===== src/rtl/win_scanner.sv =====
// Connect-four style win detector: snapshots the token board on start and walks
// every cell as a line anchor, one per cycle, reporting winner/draw and the winning line.
module win_scanner #(
  parameter int unsigned ROWS    = 6,
  parameter int unsigned COLS    = 7,
  parameter int unsigned WIN_LEN = 4
) (
  input  logic                            clock,
  input  logic                            reset,
  input  logic                            newGame,
  input  logic                            start,
  input  logic [ROWS-1:0][COLS-1:0][1:0]  tokens,
  output logic                            busy,
  output logic                            done,
  output logic [1:0]                      winner,
  output logic [$clog2(ROWS)-1:0]         win_row,
  output logic [$clog2(COLS)-1:0]         win_col,
  output logic [1:0]                      win_dir
);

  localparam int unsigned RW = $clog2(ROWS);
  localparam int unsigned CW = $clog2(COLS);
  localparam int          RI = int'(ROWS);
  localparam int          CI = int'(COLS);
  localparam int          WL = int'(WIN_LEN);

  typedef enum logic [1:0] {IDLE, SCAN, DONE} state_t;

  state_t                         state, state_d;
  logic [ROWS-1:0][COLS-1:0][1:0] snap, snap_d;
  logic [RW-1:0]                  row_q, row_d;
  logic [CW-1:0]                  col_q, col_d;
  logic                           prime_q, prime_d;
  logic                           busy_d, done_d;
  logic [1:0]                     winner_d, win_dir_d;
  logic [RW-1:0]                  win_row_d;
  logic [CW-1:0]                  win_col_d;
  logic [ROWS-1:0][COLS-1:0][3:0] line_win;
  logic [3:0]                     sel_win;
  logic                           full;
  logic                           last_anchor;

  // Per-anchor, per-direction line detectors; lines leaving the board are tied off.
  for (genvar r = 0; r < RI; r++) begin : g_row
    for (genvar c = 0; c < CI; c++) begin : g_col
      for (genvar d = 0; d < 4; d++) begin : g_dir
        localparam int DR = (d == 0) ? 0 : 1;
        localparam int DC = (d == 1) ? 0 : ((d == 3) ? -1 : 1);
        localparam int ER = r + (WL - 1) * DR;
        localparam int EC = c + (WL - 1) * DC;
        if (ER < RI && EC >= 0 && EC < CI) begin : g_fit
          logic [WIN_LEN-1:0] same;
          for (genvar i = 0; i < WL; i++) begin : g_cell
            assign same[i] = (snap[r + i * DR][c + i * DC] == snap[r][c]);
          end
          assign line_win[r][c][d] = (&same) &&
                                     (snap[r][c] == 2'b01 || snap[r][c] == 2'b10);
        end else begin : g_off
          assign line_win[r][c][d] = 1'b0;
        end
      end
    end
  end

  // Draw needs every cell owned by a player; unowned (11) cells block it.
  always_comb begin
    full = 1'b1;
    for (int r = 0; r < RI; r++) begin
      for (int c = 0; c < CI; c++) begin
        if (snap[r][c] == 2'b00 || snap[r][c] == 2'b11) full = 1'b0;
      end
    end
  end

  assign sel_win     = line_win[row_q][col_q];
  assign last_anchor = (row_q == RW'(ROWS - 1)) && (col_q == CW'(COLS - 1));

  // Next-state and registered-output logic; prime_q burns the first SCAN cycle.
  always_comb begin
    state_d   = state;
    snap_d    = snap;
    row_d     = row_q;
    col_d     = col_q;
    prime_d   = prime_q;
    busy_d    = 1'b0;
    done_d    = 1'b0;
    winner_d  = winner;
    win_row_d = win_row;
    win_col_d = win_col;
    win_dir_d = win_dir;
    case (state)
      IDLE: begin
        if (start) begin
          snap_d    = tokens;
          row_d     = '0;
          col_d     = '0;
          prime_d   = 1'b1;
          winner_d  = 2'b00;
          win_row_d = '0;
          win_col_d = '0;
          win_dir_d = 2'b00;
          state_d   = SCAN;
        end
      end
      SCAN: begin
        if (prime_q) begin
          prime_d = 1'b0;
          busy_d  = 1'b1;
        end else if (|sel_win) begin
          winner_d  = snap[row_q][col_q];
          win_row_d = row_q;
          win_col_d = col_q;
          if (sel_win[0])      win_dir_d = 2'b00;
          else if (sel_win[1]) win_dir_d = 2'b01;
          else if (sel_win[2]) win_dir_d = 2'b10;
          else                 win_dir_d = 2'b11;
          done_d  = 1'b1;
          state_d = DONE;
        end else if (last_anchor) begin
          winner_d  = full ? 2'b11 : 2'b00;
          win_row_d = '0;
          win_col_d = '0;
          win_dir_d = 2'b00;
          done_d    = 1'b1;
          state_d   = DONE;
        end else begin
          busy_d = 1'b1;
          if (col_q == CW'(COLS - 1)) begin
            col_d = '0;
            row_d = row_q + RW'(1);
          end else begin
            col_d = col_q + CW'(1);
          end
        end
      end
      DONE: begin
        state_d = IDLE;
      end
      default: begin
        state_d = IDLE;
      end
    endcase
  end

  always_ff @(posedge clock) begin
    if (reset || newGame) begin
      state   <= IDLE;
      snap    <= '0;
      row_q   <= '0;
      col_q   <= '0;
      prime_q <= 1'b0;
      busy    <= 1'b0;
      done    <= 1'b0;
      winner  <= 2'b00;
      win_row <= '0;
      win_col <= '0;
      win_dir <= 2'b00;
    end else begin
      state   <= state_d;
      snap    <= snap_d;
      row_q   <= row_d;
      col_q   <= col_d;
      prime_q <= prime_d;
      busy    <= busy_d;
      done    <= done_d;
      winner  <= winner_d;
      win_row <= win_row_d;
      win_col <= win_col_d;
      win_dir <= win_dir_d;
    end
  end

endmodule


===== config.mk =====
export PLATFORM = sky130hd
export DESIGN_NAME = win_scanner
export DESIGN_NICKNAME = d
export VERILOG_FILES = /design/src/rtl/win_scanner.sv
export SDC_FILE = /design/constraint.sdc
export NUM_CORES = 1
export LEC_CHECK = 0
export ABC_AREA = 1
export CAP_MARGIN = 30
export CORE_MARGIN = 3
export CORE_UTILIZATION = 35
export CTS_BUF_LIST = sky130_fd_sc_hd__clkbuf_4 sky130_fd_sc_hd__clkbuf_8
export CTS_CLUSTER_DIAMETER = 50
export DETAILED_ROUTE_END_ITERATION = 12
export PLACE_DENSITY_LB_ADDON = 0.2
export SYNTH_ARGS = -nofsm -noshare
export SYNTH_HDL_FRONTEND = slang
export SYNTH_SLANG_ARGS = --single-unit
export TNS_END_PERCENT = 100

===== constraint.sdc =====
create_clock -name clock -period 2.7 [get_ports clock]
set_input_delay 0.27 -clock clock [delete_from_list [all_inputs] [get_ports clock]]
set_output_delay 0.27 -clock clock [all_outputs]
set_load 0.1 [all_outputs]

* After elaboration in Yosys (flattened, before gate mapping)
Cells that the tools add are included.
Word-level totals: bits in registers 105, bits of input ports 88, logic and storage cells 742
Operators by class: add/subtract/negate cells 2, $lt $le $gt $ge 2, equality and inequality tests 324, muxes and demuxes 93, bitwise logic cells 1, reductions and logical operators 268
Operators by type and width (count):
- $eq A2 B2 Y1 | 207
- $reduce_and A3 Y1 | 70
- $eq A2 B2 Y1 const B | 75
- $logic_not A2 Y1 | 43
- $bmux W28 S3 | 1
- $logic_or A1 B1 Y1 | 76
- $logic_and A1 B1 Y1 | 70
- $eq A2 B1 Y1 const B | 34
- $mux W1 | 49
- $bmux W14 S3 | 1
- $mux W3 | 14
- $mux W2 | 15
- $mux W28 | 1
- $pmux W3 S2 | 4
- $mux W14 | 1
- $bmux W4 S3 | 1
- $pmux W2 S2 | 3
- $ne A2 B2 Y1 const B | 5
- $lt A3 B4 Y1 const B | 2
- $add A3 B1 Y3 const B | 2
- $bmux W2 S3 | 1
- $eq A3 B3 Y1 const B | 2
- $reduce_and A6 Y1 | 1
- $reduce_and A5 Y1 | 1
- other kinds (10) | 11

* Longest topological paths before layout
Gate-level depths: netlist (run 1).
depth after elaboration 49, mapped depth 22

* Worst setup path before layout (run 1)
No wires, ideal clock.
kind register to register, from register snap[19] in the netlist's numbering, to register win_col[0], library setup time 116 ps, data arrival time 1867 ps, path slack 717 ps, cell stages (with the launch flop) 21, buffers on the path 3, clock period less this slack 1983 ps, path through dfxtp_1 > buf_6 > inv_4 > buf_6 > nand3_1 > nand2_1 > nand3_1 > a21oi_2 > nor2_2 > nor2_1 > nand2_1 > nand2_1 > nand2_2 > nand2_2 > nor2_2 > nand4_2 > nand2_2 > inv_4 > buf_12 > nor2_2 > nor2_1
On the way: longest elaborated chain between the ends 11
Ends and longest elaborated chain:
- start, declared | line 30 | logic [ROWS-1:0][COLS-1:0][1:0] snap, snap_d;
- start signal, assigned | line 160 | snap <= snap_d;
- $eq A2 B2 Y1 (tied with other cells) | line 54 | assign same[i] = (snap[r + i * DR][c + i * DC] == snap[r][c]);
- $reduce_and A3 Y1 / $logic_or A1 B1 Y1 (equally long branches) | line 56, 57
- $logic_and A1 B1 Y1 | line 56 | assign line_win[r][c][d] = (&same) &&
- $bmux W28 S3 (*) | line 75 | assign sel_win = line_win[row_q][col_q];
- $mux W28 (implied by the code) (*) | line 75
- $bmux W4 S3 (*) | line 75
- $mux W4 (implied by the code) (*) | line 75
- $reduce_or A4 Y1 (*) | line 109 | end else if (|sel_win) begin
- $mux W3 | line 109
- $mux W3 | line 106 | if (prime_q) begin
- $pmux W3 S2 | line 91 | case (state)
- end signal, assigned | line 168 | win_col <= win_col_d;
- end, declared | line 17 | output logic [$clog2(COLS)-1:0] win_col,
Every way passes the cells marked *; elsewhere a longest branch is shown, timed or not. The select of a mux whose other input is x is not followed. A chain may end at the register's enable or synchronous reset.

* Worst setup path in the final report (run 1)
from register row_q[0], to register winner[1]
On the way: longest elaborated chain between the ends 8
Ends and longest elaborated chain:
- start, declared | line 31 | logic [RW-1:0] row_q, row_d;
- start signal, assigned | line 161 | row_q <= row_d;
- $bmux W28 S3 | line 75
- $mux W28 (implied by the code) | line 75
- $bmux W4 S3 | line 75
- $mux W4 (implied by the code) | line 75
- $reduce_or A4 Y1 | line 109
- $mux W2 | line 109
- $mux W2 | line 106
- $pmux W2 S2 | line 91
- end signal, assigned | line 166 | winner <= winner_d;
- end, declared | line 15 | output logic [1:0] winner,
Parallel ways exist; a longest one is shown, timed or not. The select of a mux whose other input is x is not followed.

==> metrics.txt, run 1 <==
status completed; core area 0.02621 sq mm; TNS Setup 0 ns; global-route wire length before repair between 70 and 80 mm; Max Buffers Root-to-Sink 2; area leader, netlist dfxtp_1; syn avg cell area between 5 and 6 sq um; HPWL Detailed 42.26 mm; Die ar. slightly below 0.03 sq mm; post-layout min period between 2 and 3 ns; Crit-path slowest cell dfxtp_2; Post-synth EDFFs 0; CTS Buf Count 9; Synth area leaders dfxtp_1 (22%), nand2_1 (16%), o21ai_0 (11%); total wire length between 50 and 60 mm; largest net degree at the start of global routing 92; WL/cell 25.37 um; Critical Path, Cell by Cell inv_2, nor2_2, inv_2, o211ai_1, nand2_1, a41oi_1, o22ai_1, nand2_1, nand3_1, nand2_1, nand2_1, nor2_1; DRC errors left 0; GRT Util Overall ~37%; Startpoint Class flip-flop; post-synth top area share 22.38%; register bit count reported by yosys between 100 and 150; clock-pin slew on the worst setup and hold paths 0.12 ns; period utilization a little over nine tenths; Max FO, Critical Path 13; Final nets around 1900; iteration count of the initial detailed-routing pass 6; diode count 0; yosys warns 0; Place WS between 0.03 and 0.04 ns; layout cells sized above 1 around 16%; vias in the first global route roughly 12000; crit path DAT approximately 3.0 ns; critical path's largest stage delay ~0.47 ns; post-DR vias/cell 5.901; Final setup viols 0; worst setup slack after layout between 0.08 and 0.09 ns; grt total ovfl 0; initial antenna violation count 0; Root Driver clkbuf_8; Async SR Flop Fraction 0%; hold bufs inserted after CTS 0; GP Congestion 1.079; CP required slightly above 3 ns; Hold/Removal Path Class in -> reg; Seq/Total Area, Yosys ~22%; Die Ht between 150 and 200 um; leakage 5.095 nW; max-cap viol count 0; Hold Vio Cnt, Final 0; Die X between 150 and 200 um; FP Rows 59; worst vdd ir ~0.00028 V; CTS tree done; fillers approximately 2900; I/O pin count 100; via count roughly 13000; antenna viol nets, final 0; reg2reg setup slack roughly 0.08 ns; most common cell after layout, fill and taps aside nand2_1; Cell Area, Synth about 0.0094 sq mm; Sink Count roughly 110; Iter 0 DRT Violations 1625; max-slew violation count 0; H-tree depth 3; actual slew at the worst max-slew pin 0.5717 ns; Cell variety after synth 44; synthesized netlist cell count approximately 1600; clk_lat worst skew 0.41 ns; clock skew slightly below 0.01 ns; ys flop type dfxtp_1; Area Growth Syn to Fin 26.87%; effective utilization at floorplan about 36%; PwrDens 359.9 mW/mm^2; Slew headroom 61.38%; Worst setup EP type flip-flop; Syn Nets between 1500 and 2000; most frequent cells in the layout nand2_1 (400), o21ai_0 (213), buf_4 (181); FMAX ~380 MHz; CP Class reg -> reg; Port Buffer Count just under 100; CP most frequent cell nand2_1
## layout make-up
cell class / instances / area [sq um] / area share (%)
Multi-Input combinational cell: 1275 / 6135 / 51.49
Clock inverter: 7 / 50.05 / 0.4200
Clock buffer: 9 / 123.9 / 1.040
Tap cell: 335 / 419.2 / 3.518
Inverter: 132 / 505.5 / 4.242
Timing Repair Buffer: 285 / 2570 / 21.57
Sequential cell: 105 / 2112 / 17.73
## power breakdown
| group | switching [mW] | internal [mW] | total (mW) |
|---|---|---|---|
| Combinational | 0.962 | 0.571 | 1.53 |
| Clock | 0.691 | 0.347 | 1.04 |
| Sequential | 0.0970 | 1.62 | 1.72 |
| Total | 1.75 | 2.54 | 4.29 |
## cell families after synthesis
family          after synthesis  synth area share (%)
buf+inv                     250                 12.58
flops                       105                 22.38
xor+xnor                     26                 2.425
simple gates                793                 36.36
compound gates              454                 25.99
fa+ha+maj                     2                0.2664
## metal layers
| layer | track usage (%) | wire length, um | share of wire, % | vias up |
|---|---|---|---|---|
| met5 | 0 | 0 | 0 | - |
| met4 | 21.30 | 3675 | 6.7 | 0 |
| met3 | 6.033 | 4803 | 8.8 | 187 |
| met2 | 58.98 | 24220 | 44 | 792 |
| met1 | 46.75 | 21810 | 40 | 5857 |
| li1 | - | - | - | 5839 |
## sequential cells by signal, summed over array words and instances (netlist names), 2 cells and up
register  flops
winner        2
win_col       3
row_q         3
win_dir       2
win_row       3
snap         84
col_q         3
state         2
## Yosys cell counts (3+ instances only)
cell and number:
nor2_1 152, o21ai_1 13, a21oi_2 3, a31oi_1 3, o2111ai_1 3, nor2_4 3
o22ai_1 25, o21ai_0 214, inv_2 24, inv_1 105, buf_6 12, nand2_1 401
nand2_2 7, buf_1 4, xor2_1 7, buf_4 18, o211ai_1 7, nor2_2 21
clkbuf_2 3, dfxtp_1 105, a21oi_1 158, o221ai_1 8, nand4_1 46, xnor2_1 19
o31ai_1 4, nor4_1 4, a22oi_1 6, clkbuf_1 32, buf_2 48, nand3_1 149
nor3_1 6
## stage by stage
stage / hold slack (ns) / std cells / instance area, sq um / utilization [%] / power [mW]
3_3_place_gp: 0.4798 / 2132 / 11720 / 44.71 / 3.237
4_1_cts: 0.4523 / 2148 / 11890 / 45.37 / 4.272
3_5_place_dp: 0.4771 / 2132 / 11720 / 44.71 / 3.238
6_report: 0.4695 / 2148 / 11920 / 45.47 / 4.289
5_1_grt: 0.4695 / 2148 / 11920 / 45.47 / 4.478
2_1_floorplan: 0.4320 / 1630 / 9392 / - / 2.569
## worst paths after layout
path                              endpoint  startpoint  cells after the start
worst max-delay path             winner[1]    row_q[0]                     12
worst min-delay path              snap[70]  tokens[70]                      3
worst max register to register   winner[1]    row_q[0]                     12
worst min register to register  win_row[0]  win_row[0]                      2
## worst max-delay path: cells and delay by family, from the launching register on
kind / cells / cell delay (ns)
AND/OR/NAND/NOR: 7 / 0.79
AO/OA/AOI/OAI: 3 / 0.90
buffers and inverters: 2 / 0.40
flip-flops: 1 / 0.47
## what timing repair did
item	in CTS	in global routing
resized for setup	0	14
endpoints found under the setup margin	0	18
buffers inserted	0	0
(Power assumes the default switching activity.)
==> run 2, diff against run 1 <==
clock period = 3.2 ns   (was 2.7 ns; I/O delays follow)
==> run 2 against run 1 <==
- worst setup slack better by 0.028 ns
- clock-buffer cell count stayed put
- critical path depth is 7 higher
- highest routed layer unchanged
==> metrics.txt, run 2 (synthesis gave the netlist of run 1 again) <==
Area Growth Syn to Fin 19.77%; Place WS 0.2457 ns (+0.2076 ns); via count 12440 (-1.8%); largest reg by FF count snap; iteration count of the initial detailed-routing pass 6 (unchanged); vias in the first global route 11970 (+1.9%); Hold/Removal Path Class reg -> reg; WL/cell 27.07 um (+6.7%); Hold Vio Cnt, Final 0 (unchanged); core area 0.02621 sq mm (unchanged); worst vdd ir 0.0002348 V (-16%); CP required 3.49 ns (+0.44 ns); most frequent cells in the layout nand2_1 (400), o21ai_0 (214), a21oi_1 (158); global-route wire length before repair 81.08 mm (+3.6%); max-slew violation count 0 (unchanged); final hold slack 0.4986 ns (+0.02907 ns); grt met1 use 49.20% (+2.4 points); Port Buffer Count 99 (unchanged); HPWL Detailed 43.81 mm (+3.6%); leakage 4.683 nW (-8.1%); clk_lat worst skew 0.41 ns (about the same); actual slew at the worst max-slew pin 0.9890 ns (+0.4173 ns); fin area 0.01125 sq mm (-5.6%); Multi-input gate area 0.006123 sq mm (-0.18%); GRT Util Overall 38.36% (+1.6 points); worst setup slack after layout 0.1088 ns (+0.02832 ns); GRT met2 Usage 59.64% (+0.66 points); Die Ht 169.8 um (unchanged); FP Rows 59 (unchanged); crit path DAT 3.39 ns (+0.42 ns); H-tree depth 3 (unchanged); Placed Area 0.01104 sq mm (-5.7%); RSZ-0062 raised after global routing false; most common cell after layout, fill and taps aside nand2_1; Largest register FFs 84 (unchanged); Final nets 1831 (-3.5%); GP Congestion 1.066 (-1.2%); clock skew 0.008995 ns (-0.0007485 ns); Startpoint Class flip-flop; Die ar. 0.02883 sq mm (unchanged); total wire length 56.35 mm (+3.4%); fin util 42.92% (-2.5 points); FF+latch area 0.002106 sq mm (-0.30%); global routing's busiest layer met2; largest net degree at the start of global routing 77 (-16%); period utilization 96.60% (-0.42 points); grt total ovfl 0 (unchanged); Final setup viols 0 (unchanged); hold bufs inserted after CTS 0 (unchanged); PnR Total Power 3.649 mW (-15%); FMAX 323.5 MHz (-15%); CTS tree done; clock-pin slew on the worst setup and hold paths 0.13 ns (about the same); Iter 0 DRT Violations 1621 (-0.25%); DRC errors left 0 (unchanged); antenna viol nets, final 0 (unchanged); effective utilization at floorplan 35.84% (unchanged); M3 GR Usage 7.757% (+1.7 points); post-layout min period 3.091 ns (+0.4717 ns); DP Cell Count 2065 (-3.1%); Worst setup EP type flip-flop; TNS Setup 0 ns (unchanged); Max FO, Critical Path 9 (-4); fillers 2933 (+1.8%); Slew headroom 33.86% (-28 points); Root Driver clkbuf_8; status completed; CP Class reg -> reg; PwrDens 324.4 mW/mm^2 (-9.9%); CTS Buf Count 9 (unchanged); Die X 169.8 um (unchanged); max-cap viol count 0 (unchanged); Sink Count 105 (unchanged); layout cells sized above 1 11.74% (-4.4 points); Max Buffers Root-to-Sink 2 (unchanged); post-DR vias/cell 5.976 (+1.3%); initial antenna violation count 1 (+1); Finished Layout Cells 2082 (-3.1%); I/O pin count 100 (unchanged)
[run 2: changes by cell type in the layout (fill, tap and decap cells not counted), sizes merged]
| cell | change |
|---|---|
| inv | -1 |
| buf | -79 |
| clkinv | -1 |
| clkdlybuf4s50 | +12 |
| diode | +1 |
| bufinv | +1 |
| clkinvlp | +1 |
[run 2: final timing paths]
path / from / endpoint / slack, ns / cells past startpoint
worst max-delay path: snap[35] / row_q[1] / 0.11 / 19
worst min-delay path: win_col[1] / win_col[1] / 0.50 / 2
worst max register to register: snap[35] / row_q[1] / 0.11 / 19
worst min register to register: win_col[1] / win_col[1] / 0.50 / 2
[run 2: critical path, cell delays in order (launching register included)]
cell and delay (ns):
dfxtp_1 0.49, buf_4 0.26, buf_4 0.18, nand2_1 0.08
nand2_1 0.20, nor2_1 0.12, nand4_1 0.14, nand2_1 0.14
nand2_1 0.11, nand3_1 0.15, nand2_1 0.12, nand2_1 0.07
nand2_2 0.07, nand2_2 0.05, nor2_2 0.22, nand3_2 0.13
nand2_2 0.15, nand2_1 0.12, nand2_1 0.07, a21oi_1 0.08
[run 2: layout make-up]
type | instances | share of cell area (%)
Multi-Input combinational cell | 1275 | 54.44
Sequential cell | 105 | 18.72
Timing Repair Buffer | 218 | 16.86
Inverter | 132 | 4.449
Tap cell | 335 | 3.726
Clock buffer | 9 | 1.101
Clock inverter | 7 | 0.6785
Antenna cell | 1 | 0.02225
[run 2: report_power, final]
part | internal, mW | switching (mW) | leakage (nW) | total (mW)
clock | 0.373 | 0.600 | 0.102 | 0.972
combinational | 0.413 | 0.767 | 3.72 | 1.18
sequential | 1.37 | 0.129 | 0.859 | 1.50
[run 2: layer usage]
layer | vias up | share of wire (%)
met5 | - | 0
met4 | 0 | 7.3
met3 | 206 | 9.5
met2 | 763 | 43
met1 | 5758 | 40
li1 | 5714 | -
[run 2: repair_timing]
action                                  CTS  global route
endpoints found under the hold margin     0             0
setup buffers                             0             0
endpoints found under the setup margin    0            16
gates resized for setup                   0             2
==> edit, RTL diff (config.mk and constraints of run 1) <==
Add an input register stage for `newGame`, `start` and `tokens`; this delays them by one clock.
--- a/src/rtl/win_scanner.sv
+++ b/src/rtl/win_scanner.sv
@@ -25,6 +25,16 @@
   localparam int          WL = int'(WIN_LEN);
 
   typedef enum logic [1:0] {IDLE, SCAN, DONE} state_t;
+
+  logic newGame_q;
+  logic start_q;
+  logic [ROWS-1:0][COLS-1:0][1:0] tokens_q;
+
+  always_ff @(posedge clock) begin
+    newGame_q <= newGame;
+    start_q   <= start;
+    tokens_q  <= tokens;
+  end
 
   state_t                         state, state_d;
   logic [ROWS-1:0][COLS-1:0][1:0] snap, snap_d;
@@ -90,8 +100,8 @@
     win_dir_d = win_dir;
     case (state)
       IDLE: begin
-        if (start) begin
-          snap_d    = tokens;
+        if (start_q) begin
+          snap_d    = tokens_q;
           row_d     = '0;
           col_d     = '0;
           prime_d   = 1'b1;
@@ -143,7 +153,7 @@
   end
 
   always_ff @(posedge clock) begin
-    if (reset || newGame) begin
+    if (reset || newGame_q) begin
       state   <= IDLE;
       snap    <= '0;
       row_q   <= '0;
Function: changed (Yosys sat finds a counterexample within 4 cycles, from zero or initial values).
==> edit against run 1 <==
  * Power grew 56%
  * Area after synthesis grew 23%
  * Die area grew 22%
  * Wire length grew 19%
  * Sequential cell count grew 86
  * Worst setup slack gained 1.7 ps
  * First-iteration DRC count grew 15%
  * Final area grew 31%
  * Critical endpoint is now win_dir[0]
  * Highest routed layer unchanged
==> edit: results (changes against run 1) <==
Detailed routing
  – Initial drt markers: 1872 (+15%)
  – Vias post-DR: 14522 (+15%)
  – Wirelength, routed: 64800 um (+19%)

STA
  – Max-slew headroom: 0.667 (+0.0527)
  – Setup Skew: 31.1 ps (+21.3 ps)

Place
  – Hpwl dp: 49900 um (+18%)
  – Placed inst area: 0.0145 sq mm (+24%)
  – Place WS: -163 ps (-201 ps)
  – Dpl cells: 2523 (+18%)

Critical path
  – Slowest stage delay, CP: 340 ps (-130 ps)
  – Crit path DAT: 3060 ps (+90 ps)
  – R2R Path Start: snap[23]
  – Critical path's slowest cell: dfxtp_1
  – Cell family with the largest share of critical-path delay: simple AND/OR/NAND/NOR gates
  – Reg2reg end: win_dir[0]

Yosys
  – Most instantiated cells after synthesis: nand2_1 (526), o21ai_0 (225), nand3_1 (223)
  – Sequential-to-total area share from yosys stat: 0.332 (+0.109)
  – Post-Syn Area per Cell: 6.19 sq um (+7.4%)
  – Synth area leaders: dfxtp_1 (33%), nand2_1 (17%), o21ai_0 (9.8%), nand3_1 (9.7%), nor2_1 (5.9%)

Outcome
  – Outcome: finished, final reports clean

Cells and area
  – FILL cells: 3419 (+19%)
  – Register area: 0.00391 sq mm (+85%)
  – Final nets: 2222 (+17%)
  – Post-Layout Cell Count: 2578 (+20%)
  – ANT cells: 0 (unchanged)
  – Layout cells sized above 1: 0.215 (+0.0530)

Global route
  – Vias in the first global route: 13665 (+16%)
  – Met3 Use GR: 0.0708 (+0.0105)
  – First-pass GRT wire length: 92500 um (+18%)
  – Initial antenna violation count: 1 (+1)
  – Met2 usage: 0.543 (-0.0465)
  – Largest net degree at the start of global routing: 84 (-8.7%)
  – Gr usage total: 0.357 (-0.0107)

Clocking
  – CTS buffer count: 17 (+8)
  – Skew-Pair Late Insertion Delay: 550 ps (+140 ps)

Min path
  – Hold EP: tokens_q[3]
  – Worst hold stages: 1 (-2)

Pwr
  – Max VDD drop: 0.000394 V (+40%)
  – LEAKAGE: 6.94 nW (+36%)
[edit: changes by cell type after synthesis, sizes merged, moves of 5 or more]
cell    change
buf         +5
nor2       +11
nand2     +123
inv        +10
a21oi      -96
nor3        +5
clkbuf      +5
dfxtp      +86
a22oi       +6
nand3      +73
o22ai       -7
o21ai       +9
nand4       -5
[edit: cells by family (layout without fill, tap and decap cells)]
logic type | count (synthesis) | after routing | share of synthesized area
simple gates | 1004 | 1004 | 0.368
fa+ha+maj | 2 | 2 | 0.00217
buf+inv | 273 | 557 | 0.107
compound gates | 365 | 365 | 0.172
xor+xnor | 24 | 24 | 0.0183
flops | 191 | 191 | 0.332
[edit: repair_timing]
| item | CTS | global route |
|---|---|---|
| cloned | 0 | 2 |
| resized for setup | 2 | 154 |
| buffers inserted | 0 | 23 |
| pin swaps | 0 | 24 |
| hold buffers | 0 | 0 |
| endpoints found under the setup margin | 18 | 18 |
[edit: report_power, final]
group / total (mW) / switching, mW / internal [mW]
Clock: 1.98 / 1.22 / 0.761
Sequential: 3.03 / 0.0933 / 2.94
Combinational: 1.68 / 1.03 / 0.655
Total: 6.69 / 2.34 / 4.35
[edit: worst max path at each step]
stage	endpoint	cells past startpoint	slack, ps	startpoint
6_report	win_dir[0]	20	80	snap[23]
2_1_floorplan	win_dir[1]	21	660	snap[17]
5_1_grt	col_q[0]	20	-30	snap[30]
3_5_place_dp	win_col[1]	19	-160	snap[6]
4_1_cts	win_row[1]	16	8	snap[17]
3_3_place_gp	win_dir[1]	19	-140	snap[6]
[edit: per-layer routing]
layer / up-vias / part of all wire
met3: 200 / 0.093
met2: 863 / 0.43
met4: 0 / 0.056
met1: 6754 / 0.42
met5: - / 0
li1: 6705 / -
[edit: final cells by class]
cell class	instances	area share
clock buffer	17	0.0150
clock inverter	13	0.00989
inverter	145	0.0376
multi-input combinational	1395	0.430
sequential	191	0.251
tap	435	0.0350
timing repair buffer	382	0.221
